### config.mk
export PLATFORM = sky130hd
export DESIGN_NAME = lfosc_trim_cal
export DESIGN_NICKNAME = d
export VERILOG_FILES = /design/src/rtl/lfosc_trim_cal.sv
export SDC_FILE = /design/constraint.sdc
export NUM_CORES = 1
export LEC_CHECK = 0
export CAP_MARGIN = 20
export CORE_AREA = 4 4 172 91
export DETAILED_ROUTE_END_ITERATION = 6
export DIE_AREA = 0 0 176 95
export SLEW_MARGIN = 20
export SYNTH_ARGS = -nofsm -noshare
export SYNTH_HDL_FRONTEND = slang
export SYNTH_SLANG_ARGS = --single-unit
### constraint.sdc
create_clock -name clk -period 1.9 [get_ports clk]
set_input_delay 0.19 -clock clk [delete_from_list [all_inputs] [get_ports clk]]
set_output_delay 0.19 -clock clk [all_outputs]
set_load 0.05 [all_outputs]
### src/rtl/lfosc_trim_cal.sv
// lfosc_trim_cal: calibration sequencer for the low-speed (10 kHz) oscillator.
// It powers the oscillator up and measures CLKLF against clk. A 10-step
// successive-approximation search on TRIM brings the LF period to
// TARGET_COUNT, and one extra verify window decides locked.
module lfosc_trim_cal #(
    parameter int         REF_CYCLES   = 16,
    parameter int         TARGET_COUNT = 19200,
    parameter int         TOL          = 16,
    parameter int         PU_WAIT      = 1200,
    parameter int         TIMEOUT      = 4096,
    parameter int         CNT_W        = 20,
    parameter logic [9:0] TRIM_INIT    = 10'h200
) (
    input  logic             clk,
    input  logic             resetn,
    input  logic             start,
    input  logic             lf_clk,
    output logic             lf_pu,
    output logic             lf_en,
    output logic [9:0]       trim,
    output logic             busy,
    output logic             done,
    output logic             locked,
    output logic             error,
    output logic [CNT_W-1:0] meas_count
);

    localparam int PU_W  = $clog2(PU_WAIT + 1);
    localparam int GAP_W = $clog2(TIMEOUT + 1);

    localparam logic [PU_W-1:0]  PU_LAST  = PU_W'(PU_WAIT - 1);
    localparam logic [GAP_W-1:0] GAP_LAST = GAP_W'(TIMEOUT - 1);
    localparam logic [7:0]       WIN_LAST = 8'(REF_CYCLES - 1);
    localparam logic [CNT_W:0]   TARGET_X = (CNT_W + 1)'(TARGET_COUNT);
    localparam logic [CNT_W:0]   TOL_X    = (CNT_W + 1)'(TOL);

    typedef enum logic [2:0] {
        S_IDLE,
        S_POWERUP,
        S_SETTLE,
        S_MEASURE,
        S_ADJUST,
        S_FINISH
    } state_t;

    state_t           state;
    logic             lf_s1, lf_s2, lf_s3, lf_rise;
    logic [PU_W-1:0]  pu_cnt;
    logic [GAP_W-1:0] gap;
    logic [7:0]       win_cnt;
    logic [CNT_W-1:0] cnt;
    logic [3:0]       bit_idx;
    logic             settle_cnt;
    logic             verify;

    logic [CNT_W-1:0] cnt_inc;
    logic [CNT_W:0]   diff;
    logic             timeout_hit;

    // Bring lf_clk into the clk domain and turn its rising edge into a registered pulse.
    always_ff @(posedge clk) begin
        // NOTE: sequential state uses non-blocking assignments so every flop samples pre-edge values.
        if (!resetn) begin
            lf_s1   <= 1'b0;
            lf_s2   <= 1'b0;
            lf_s3   <= 1'b0;
            lf_rise <= 1'b0;
        end else begin
            lf_s1   <= lf_clk;
            lf_s2   <= lf_s1;
            lf_s3   <= lf_s2;
            lf_rise <= lf_s2 & ~lf_s3;
        end
    end

    // Saturating counter increment, lock distance and gap timeout detection.
    always_comb begin
        // NOTE: every always_comb output gets a value on every path, so no latch is inferred.
        cnt_inc     = (&cnt) ? cnt : cnt + 1'b1;
        diff        = ({1'b0, meas_count} >= TARGET_X) ? ({1'b0, meas_count} - TARGET_X)
                                                       : (TARGET_X - {1'b0, meas_count});
        timeout_hit = ((state == S_SETTLE) || (state == S_MEASURE)) && !lf_rise && (gap == GAP_LAST);
    end

    // Calibration sequencer: power-up, settle, measure windows, SAR trim steps, finish.
    always_ff @(posedge clk) begin
        if (!resetn) begin
            state      <= S_IDLE;
            lf_pu      <= 1'b0;
            lf_en      <= 1'b0;
            trim       <= TRIM_INIT;
            busy       <= 1'b0;
            done       <= 1'b0;
            locked     <= 1'b0;
            error      <= 1'b0;
            meas_count <= '0;
            pu_cnt     <= '0;
            gap        <= '0;
            win_cnt    <= '0;
            cnt        <= '0;
            bit_idx    <= 4'd9;
            settle_cnt <= 1'b0;
            verify     <= 1'b0;
        end else begin
            done <= 1'b0;
            if (timeout_hit) begin
                // The oscillator stopped toggling: shut it down and report.
                error  <= 1'b1;
                done   <= 1'b1;
                busy   <= 1'b0;
                lf_en  <= 1'b0;
                lf_pu  <= 1'b0;
                trim   <= TRIM_INIT;
                locked <= 1'b0;
                state  <= S_IDLE;
            end else begin
                if ((state == S_SETTLE) || (state == S_MEASURE)) begin
                    gap <= lf_rise ? '0 : gap + 1'b1;
                end
                case (state)
                    S_IDLE: begin
                        // A start coinciding with the done pulse belongs to the finished run.
                        if (start && !done) begin
                            lf_pu   <= 1'b1;
                            lf_en   <= 1'b0;
                            busy    <= 1'b1;
                            locked  <= 1'b0;
                            error   <= 1'b0;
                            trim    <= TRIM_INIT;
                            bit_idx <= 4'd9;
                            verify  <= 1'b0;
                            pu_cnt  <= '0;
                            state   <= S_POWERUP;
                        end
                    end
                    S_POWERUP: begin
                        if (pu_cnt == PU_LAST) begin
                            lf_en      <= 1'b1;
                            gap        <= '0;
                            settle_cnt <= 1'b0;
                            state      <= S_SETTLE;
                        end else begin
                            pu_cnt <= pu_cnt + 1'b1;
                        end
                    end
                    S_SETTLE: begin
                        // Discard edges until the one that opens the next window.
                        if (lf_rise) begin
                            if (settle_cnt) begin
                                cnt     <= '0;
                                win_cnt <= '0;
                                state   <= S_MEASURE;
                            end else begin
                                settle_cnt <= 1'b1;
                            end
                        end
                    end
                    S_MEASURE: begin
                        cnt <= cnt_inc;
                        if (lf_rise) begin
                            if (win_cnt == WIN_LAST) begin
                                meas_count <= cnt_inc;
                                state      <= verify ? S_FINISH : S_ADJUST;
                            end else begin
                                win_cnt <= win_cnt + 1'b1;
                            end
                        end
                    end
                    S_ADJUST: begin
                        // Count at or below target means the oscillator is fast enough: drop the bit.
                        if (meas_count <= TARGET_X[CNT_W-1:0]) begin
                            trim[bit_idx] <= 1'b0;
                        end
                        if (bit_idx != 4'd0) begin
                            trim[bit_idx - 4'd1] <= 1'b1;
                            bit_idx              <= bit_idx - 4'd1;
                        end else begin
                            verify <= 1'b1;
                        end
                        // One edge re-opens the window; it is not counted.
                        settle_cnt <= 1'b1;
                        gap        <= '0;
                        state      <= S_SETTLE;
                    end
                    S_FINISH: begin
                        locked <= (diff <= TOL_X);
                        done   <= 1'b1;
                        busy   <= 1'b0;
                        state  <= S_IDLE;
                    end
                    default: state <= S_IDLE;
                endcase
            end
        end
    end

endmodule

# After elaboration in Yosys (flattened, before gate mapping)
# Index checks and enable logic that the tools add are counted.
[totals]
register_bits = 101
input_bits = 4
output_inout_bits = 36
wordCells = 145
[classes]
n_addsub = 7
order_cmp = 7
eq_ne = 18
mux = 54
bitwise_logic = 7
reduce_logical = 32
[ops]
columns = ["operator", "n"]
rows = [
  ["two-way mux 10 bit", 6],
  ["two-way mux 20 bit", 3],
  ["case mux 20 bit (2 select lines)", 1],
  ["two-way mux 13 bit", 3],
  ["two-way mux 8 bit", 4],
  ["case mux 13 bit (2 select lines)", 1],
  ["AND reduction 4 bit", 6],
  ["two-way mux 11 bit", 2],
  ["case mux 11 bit (2 select lines)", 1],
  ["less-or-equal comparator 21 x 5 -> 1 bit, second input constant", 1],
  ["two-way mux 21 bit", 1],
  ["subtractor 15 x 20 -> 21 bit, first input constant", 1],
  ["subtractor 20 x 15 -> 21 bit, second input constant", 1],
  ["adder 20 x 1 -> 20 bit, second input constant", 1],
  ["greater-or-equal comparator 20 x 15 -> 1 bit, second input constant", 1],
  ["less-or-equal comparator 20 x 15 -> 1 bit, second input constant", 1],
  ["case mux 10 bit (2 select lines)", 1],
  ["AND reduction 20 bit", 1],
  ["two-way mux 3 bit", 6],
  ["inequality test 2 bit, second input constant", 9],
  ["case mux 8 bit (2 select lines)", 1],
  ["case mux 3 bit (5 select lines)", 1],
  ["adder 13 x 1 -> 13 bit, second input constant", 1],
  ["equality test 13 x 12 -> 1 bit, second input constant", 1],
  ["other kinds (33)", 70],
]

# Depth between registers and ports, before layout
# Gate-level depths: netlist of run 1.
[depth]
ltp_word = 13
mapped_depth = 8
ltp_nobuf = 7

# Worst setup path before layout of run 1
# OpenSTA, ideal clock, no wires.
[synth_path]
path_kind = "reg-to-reg"
startpoint = "register meas_count[9]"
endpoint = "register trim[1]"
setup_time_ns = 0.128
arrival_time_ns = 2.198
required_ns = 1.772
setup_slack_ns = -0.426
path_stages_with_launch = 9
path_buffers = 1
synth_period_minus_slack_ns = 2.326
cell_sequence = "dfxtp_1 -> ha_1 -> clkbuf_1 -> nor2b_1 -> nand4_2 -> a211oi_2 -> nand3_1 -> a32oi_1 -> nor2_1"
[synth_via]
elab_chain_cells = 8
[synth_lines]
columns = ["element", "line", "text"]
rows = [
  ["start, declared", "25", "output logic [CNT_W-1:0] meas_count"],
  ["start signal, assigned", "162", "meas_count <= cnt_inc;"],
  ["less-or-equal comparator 20 x 15 -> 1 bit *", "171", "if (meas_count <= TARGET_X[CNT_W-1:0]) begin"],
  ["two-way mux 10 bit *", "171", ""],
  ["two-way mux 10 bit *", "120", "case (state)"],
  ["two-way mux 10 bit *", "106", "if (timeout_hit) begin"],
  ["two-way mux 10 bit *", "87", "if (!resetn) begin"],
  ["OR 10 bit (no line)", "n/a", ""],
  ["two-way mux 10 bit *", "174", "if (bit_idx != 4'd0) begin"],
  ["case mux 10 bit (2 select lines) *", "120", ""],
  ["end signal, assigned", "91", "trim <= TRIM_INIT;"],
  ["end signal, assigned by index", "172", "trim[bit_idx] <= 1'b0;"],
  ["end signal, assigned by index", "175", "trim[bit_idx - 4'd1] <= 1'b1;"],
  ["end, declared", "20", "output logic [9:0] trim,"],
]
# Mark *: on every way between the ends. The rest lies on a longest branch, timed or not. The select of a mux whose other input is x is not followed.
# A chain may end at the register's enable or synchronous reset.

# Worst setup path in the final report of run 1
[layout_path]
startpoint = "register gap[1]"
endpoint = "register cnt[13]"
[layout_via]
elab_chain_cells = 4
[layout_lines]
columns = ["element", "line", "text"]
rows = [
  ["start, declared", "49", "logic [GAP_W-1:0] gap;"],
  ["start signal, assigned", "118", "gap <= lf_rise ? '0 : gap + 1'b1;"],
  ["equality test 13 x 12 -> 1 bit", "82", "timeout_hit = ((state == S_SETTLE) || (state == S_MEASURE)) && !lf_rise && (gap == GAP_LAST);"],
  ["logical AND 1 bit", "82", ""],
  ["NOT 1 bit (no line)", "n/a", ""],
  ["AND reduction 4 bit (no line)", "n/a", ""],
  ["end signal, assigned", "159", "cnt <= cnt_inc;"],
  ["end, declared", "51", "logic [CNT_W-1:0] cnt;"],
]
# No other way between the ends.

==> run summary, run 1 <==
Status: finished with violations
Failing checks: negative setup slack
Synthesized area: 5550 um2
Largest net degree at the start of global routing: 32
Placed Instances: 986
Crit start category: register
Post-Syn Instances: 667
Wirelength per Cell: 17.1 um
Mean Syn Cell Area: 8.33 um2
Chip Height: 95 um
Fin Hold WS: 394 ps
CTS Sinks: 101
Max_slew headroom: 0.613
P per Cell Area: 563 nW/um2
Inserted Clock Buffers: 9
Reg clk slew, reported paths: 80 ps
Gr ovfl total: 0
Width of the die: 176 um
Top Ports: 40
CTS Root Cell: clkbuf_16
Initial DRC Count: 336
M1 GR Usage: 0.319
PnR worst setup slack: -77.9 ps
Critical-path top delay cell: o41ai_2
H-tree Lvls: 3
Row cnt: 31
Vias per cell: 5.57
Slew Limit Fails: 0
Drt pass-1 iters: 5
Post-synth EDFFs: 0
Post-synth net total: 681
Routability Congestion: 0.914
Commonest non-fill, non-tap cell in the layout: buf_4
Fill count: 1,304
Crit path capture: cnt[13]$_SDFFE_PN0P_
Critical Path AT: 2240 ps
Setup CP Type: reg2reg
First-pass GRT wire length: 27,300 um
Crit path from: gap[1]$_SDFFE_PN0N_
GRT met2 Usage: 0.280
Final Hold Viols: 0
Final Core Density: 0.544
RSZ-0062 raised after global routing: yes
Port bufs: 39
Tot GR Track Use: 0.204
Ratio of cells with drive above 1 in the final layout: 0.305
Design Power: 4.33 mW
Initial Utilization: 0.393
Full die area: 16,700 um2
Crit path cell chain: ha_4 > nand4_1 > o41ai_2 > buf_4 > nor2_4 > nor2_4 > clkbuf_16 > o21ai_0 > o31ai_1
Yosys cell types: 77
LEAKAGE: 2.90 nW
WP data required: 2160 ps
Async S/R FF share, synth: 0
Max Buffers Root-to-Sink: 2
N_diodes: 0
Worst IR Drop VDD: 0.000502 V
Setup TNS: -375 ps
Detail Placement HPWL: 12,700 um
DRT antenna net count: 0
Placed cell areas: 7020 um2
Clock latency on the worst-skew pair: 350 ps
Initial antenna violation count: 0
Crit-path max cell delay: 440 ps
Clock skew: 10.9 ps
Worst r2r dst: cnt[13]$_SDFFE_PN0P_
Max-cap violations: 0
Reg-to-reg startpoint: gap[1]$_SDFFE_PN0N_
Crit. End Element: register
Reg2Reg Setup Slack: -80 ps
Final Net Count: 820
Final non-filler cell total: 1,009
Core ar.: 14,100 um2
Area grow syn2layout: 38.4%
CTS tree: yes
Most Crowded Layer GR: met1
Cell mode on critical path: nor2_4
Synth Register Bits: 101
Hold Path Class: reg2reg
Worst r2r path cells: 9
Seq/Total Area, Yosys: 0.364
Final setup vio count: 10
Fmax: 506 MHz
Final period util: 1.04
Final Critical Period: 1980 ps
DRC: 0
Vias: 5,618
Worst Path Max Fanout: 5
Most frequent cells in the layout: buf_4, dfxtp_1, nor2_1
GR Util met3: 0.0460
YS warnings: 0
Least-Margin Pin Slew: 576 ps
Synth Flop Type: dfxtp_1
Post-Place Setup Slack: -144 ps
Routed wire length: 17,300 um
Number of global-route vias before repair: 5,190
Final instance area: 7690 um2
-- cells in the mapped netlist (4+ instances only) --
master	count	area, um2
a211o_1	4	35.0
and3_1	12	75.1
ha_1	10	125
a31oi_1	6	37.5
nor2_1	75	282
nand4_1	17	106
nor2b_1	13	81.3
xor2_1	28	245
nand2b_1	10	62.6
a32oi_1	10	87.6
a21oi_1	50	250
o21ai_1	5	25.0
inv_1	11	41.3
o21ai_0	35	175
and2_1	8	50.1
or3_1	8	50.1
mux2i_1	6	60.1
nand3_1	31	155
o31ai_1	9	67.6
clkbuf_1	20	75.1
dfxtp_1	101	2020
buf_4	4	30.0
xnor2_1	16	140
nor3_1	15	75.1
buf_2	13	65.1
nand2_1	57	214
o211ai_1	8	60.1
-- power breakdown --
part / switching, mW / internal (mW)
registers: 0.00727 / 2.12
logic: 0.132 / 0.0928
clock network: 0.917 / 1.06
-- state kept, by name (all words and copies together), names as in the netlist --
signal	count
lf_en	1
settle_cnt	1
lf_s2	1
pu_cnt	11
state	3
gap	13
busy	1
verify	1
locked	1
lf_pu	1
bit_idx	4
lf_rise	1
meas_count	20
lf_s1	1
lf_s3	1
cnt	20
error	1
win_cnt	8
done	1
trim	10
-- per-layer routing --
metal  wire [um]  up-vias
met5           0        -
met4         177        0
met3        1180       15
met2        6910      183
met1        9020     2717
li1            -     2703
-- how the worst min path moves through the flow --
stage                          start                  to  cells after the start
global route        lf_s3$_SDFF_PN0_  lf_rise$_SDFF_PN0_                      1
finish              lf_s3$_SDFF_PN0_  lf_rise$_SDFF_PN0_                      1
CTS                 lf_s3$_SDFF_PN0_  lf_rise$_SDFF_PN0_                      1
global placement    lf_s3$_SDFF_PN0_  lf_rise$_SDFF_PN0_                      1
detailed placement  lf_s3$_SDFF_PN0_  lf_rise$_SDFF_PN0_                      1
floorplan                     lf_clk    lf_s1$_SDFF_PN0_                      1
-- layout make-up --
| type | instances | area [um2] | share of cell area |
|---|---|---|---|
| multi-input cells | 517 | 3600 | 0.469 |
| repair buffers | 166 | 1420 | 0.185 |
| inverters | 11 | 41.3 | 0.00537 |
| clock buffers | 9 | 225 | 0.0293 |
| clock inverters | 7 | 91.3 | 0.0119 |
| well taps | 198 | 248 | 0.0322 |
| flip-flops and latches | 101 | 2060 | 0.268 |
-- critical path, delay by kind of cell (launching register included) --
family | cells | cell delay (ps)
buf+inv | 2 | 380
simple gates | 3 | 420
fa+ha+maj | 1 | 140
compound gates | 3 | 590
flops | 1 | 360
-- kinds of logic (layout without fill, tap and decap cells) --
| family | count (synthesis) | after routing | share of synthesized area |
|---|---|---|---|
| AND/OR/NAND/NOR | 290 | 290 | 0.285 |
| AO/OA/AOI/OAI | 167 | 167 | 0.210 |
| flip-flops | 101 | 101 | 0.364 |
| buffers and inverters | 49 | 193 | 0.0387 |
| XOR/XNOR | 44 | 44 | 0.0694 |
| adder cells (fa/ha/maj) | 10 | 10 | 0.0225 |
| multiplexers | 6 | 6 | 0.0108 |
-- repair_timing --
action | in CTS | in global routing
setup endpoints to repair | 26 | 63
buffers inserted | 1 | 8
pin swaps | 4 | 29
gates cloned | 0 | 1
gates resized for setup | 16 | 64
hold buffers | 0 | 0
Note: power is estimated with default switching activity, not from simulation.
==> inputs of run 2 (changes only) <==
--- a/config.mk
+++ b/config.mk
@@ -9,6 +9,7 @@
 export CORE_AREA = 4 4 172 91
 export DETAILED_ROUTE_END_ITERATION = 6
 export DIE_AREA = 0 0 176 95
+export SKIP_LAST_GASP = 1
 export SLEW_MARGIN = 20
 export SYNTH_ARGS = -nofsm -noshare
 export SYNTH_HDL_FRONTEND = slang
==> run 2 against run 1 <==
  * The flow still finishes with violations (negative setup slack)
  * Fmax fell by 0.77%
  * Global-route usage fell by 0.079 points
  * Critical path depth did not move
  * Sequential power barely moved
  * Largest cell class unchanged
  * Register-to-register slack got worse by 20 ps
  * Clock-buffer cell count did not move
==> run summary, run 2 (synthesis results as in run 1) <==
Status: finished with violations
Failing checks: negative setup slack
Tot GR Track Use: 0.203
P per Cell Area: 564 nW/um2
Largest net degree at the start of global routing: 32
Crit-path max cell delay: 450 ps
Final period util: 1.05
Fmax: 502 MHz
Setup TNS: -545 ps
Max-cap violations: 0
Final setup vio count: 14
Width of the die: 176 um
Ratio of cells with drive above 1 in the final layout: 0.306
Critical Path AT: 2250 ps
Full die area: 16,700 um2
Largest regs: cnt (20), meas_count (20), gap (13)
Crit path cell chain: ha_4 > nand4_1 > o41ai_2 > buf_4 > nor2_4 > nor2_4 > clkbuf_16 > o21ai_0 > o31ai_1
Vias: 5,569
RSZ-0062 raised after global routing: yes
Most frequent cells in the layout: buf_4, dfxtp_1, nor2_1
Vias per cell: 5.51
Critical-path top delay cell: o41ai_2
Post-cts hold buffer count: 0
Final Hold Viols: 0
Worst IR Drop VDD: 0.000502 V
Met2 wire length: 6790 um
CTS Root Cell: clkbuf_16
Final Net Count: 822
Drt pass-1 iters: 4
Detail Placement HPWL: 12,700 um
N_diodes: 0
WP data required: 2160 ps
Hold Path Class: reg2reg
DRT antenna net count: 0
Routed wire length: 17,200 um
Initial DRC Count: 395
Initial antenna violation count: 0
CTS tree: yes
Gr ovfl total: 0
LEAKAGE: 2.92 nW
Chip Height: 95 um
Top Ports: 40
H-tree Lvls: 3
Top delay family on crit path: compound AO/OA/AOI/OAI gates
Commonest non-fill, non-tap cell in the layout: buf_4
Wirelength per Cell: 17.0 um
Clock skew: 12.4 ps
Slew Limit Fails: 0
Worst Path Buf+Inv: 2
Number of global-route vias before repair: 5,168
Max Buffers Root-to-Sink: 2
Final Critical Period: 1990 ps
Met1 wire length: 9050 um
Crit. End Element: register
DR WL met3: 1210 um
Clock latency on the worst-skew pair: 350 ps
Cell mode on critical path: nor2_4
Crit start category: register
Uppermost layer routed: met4
Design Power: 4.33 mW
Core ar.: 14,100 um2
Port bufs: 39
First-pass GRT wire length: 27,200 um
Max_slew headroom: 0.619
Area grow syn2layout: 38.3%
Routability Congestion: 0.914
Row cnt: 31
DRC: 0
Worst Path Max Fanout: 5
Initial Utilization: 0.393
Inserted Clock Buffers: 9
CTS Sinks: 101
Reg clk slew, reported paths: 70 ps
Least-Margin Pin Slew: 568 ps
Setup CP Type: reg2reg
PnR worst setup slack: -93.3 ps
Fin Hold WS: 394 ps
## run 2: per-layer routing
| layer | global-route usage | up-vias |
|---|---|---|
| li1 | - | 2705 |
| met1 | 0.321 | 2657 |
| met3 | 0.0428 | 14 |
| met4 | 0.0409 | 0 |
| met5 | 0 | - |
| met2 | 0.278 | 193 |
## run 2: where the power goes
group	switching [mW]	total [mW]	internal, mW
clock network	0.916	1.97	1.06
registers	0.00708	2.13	2.12
logic	0.132	0.224	0.0924
## run 2: per-stage QoR
| stage | utilization | cells | area, um2 | setup slack, ps |
|---|---|---|---|---|
| finish | 0.544 | 1011 | 7680 | -93.3 |
| global placement | 0.497 | 986 | 7020 | -139 |
| global route | 0.544 | 1011 | 7680 | -150 |
| floorplan | - | 667 | 5640 | 0.243 |
| detailed placement | 0.497 | 986 | 7020 | -144 |
| CTS | 0.524 | 1003 | 7400 | -51.3 |
## run 2: layout make-up
type,instances,area [um2]
timing repair buffer,168,1440
fill,1306,6440
inverter,11,41.3
clock buffer,9,225
clock inverter,7,91.3
multi-input combinational,517,3570
sequential,101,2060
tap,198,248
## run 2: path summary, 6_finish.rpt
| check | end | from | slack (ps) | cells after the start |
|---|---|---|---|---|
| setup / recovery | cnt[9]$_SDFFE_PN0P_ | gap[1]$_SDFFE_PN0N_ | -90 | 9 |
| hold / removal | lf_rise$_SDFF_PN0_ | lf_s3$_SDFF_PN0_ | 390 | 1 |
| setup reg to reg | cnt[9]$_SDFFE_PN0P_ | gap[1]$_SDFFE_PN0N_ | -90 | 9 |
| hold reg to reg | lf_rise$_SDFF_PN0_ | lf_s3$_SDFF_PN0_ | 390 | 1 |
## run 2: repair_timing
item                       CTS  global route
pin swaps                    4            30
setup endpoints to repair   26            65
setup buffers                1             9
cloned                       0             1
gates resized for setup     13            63
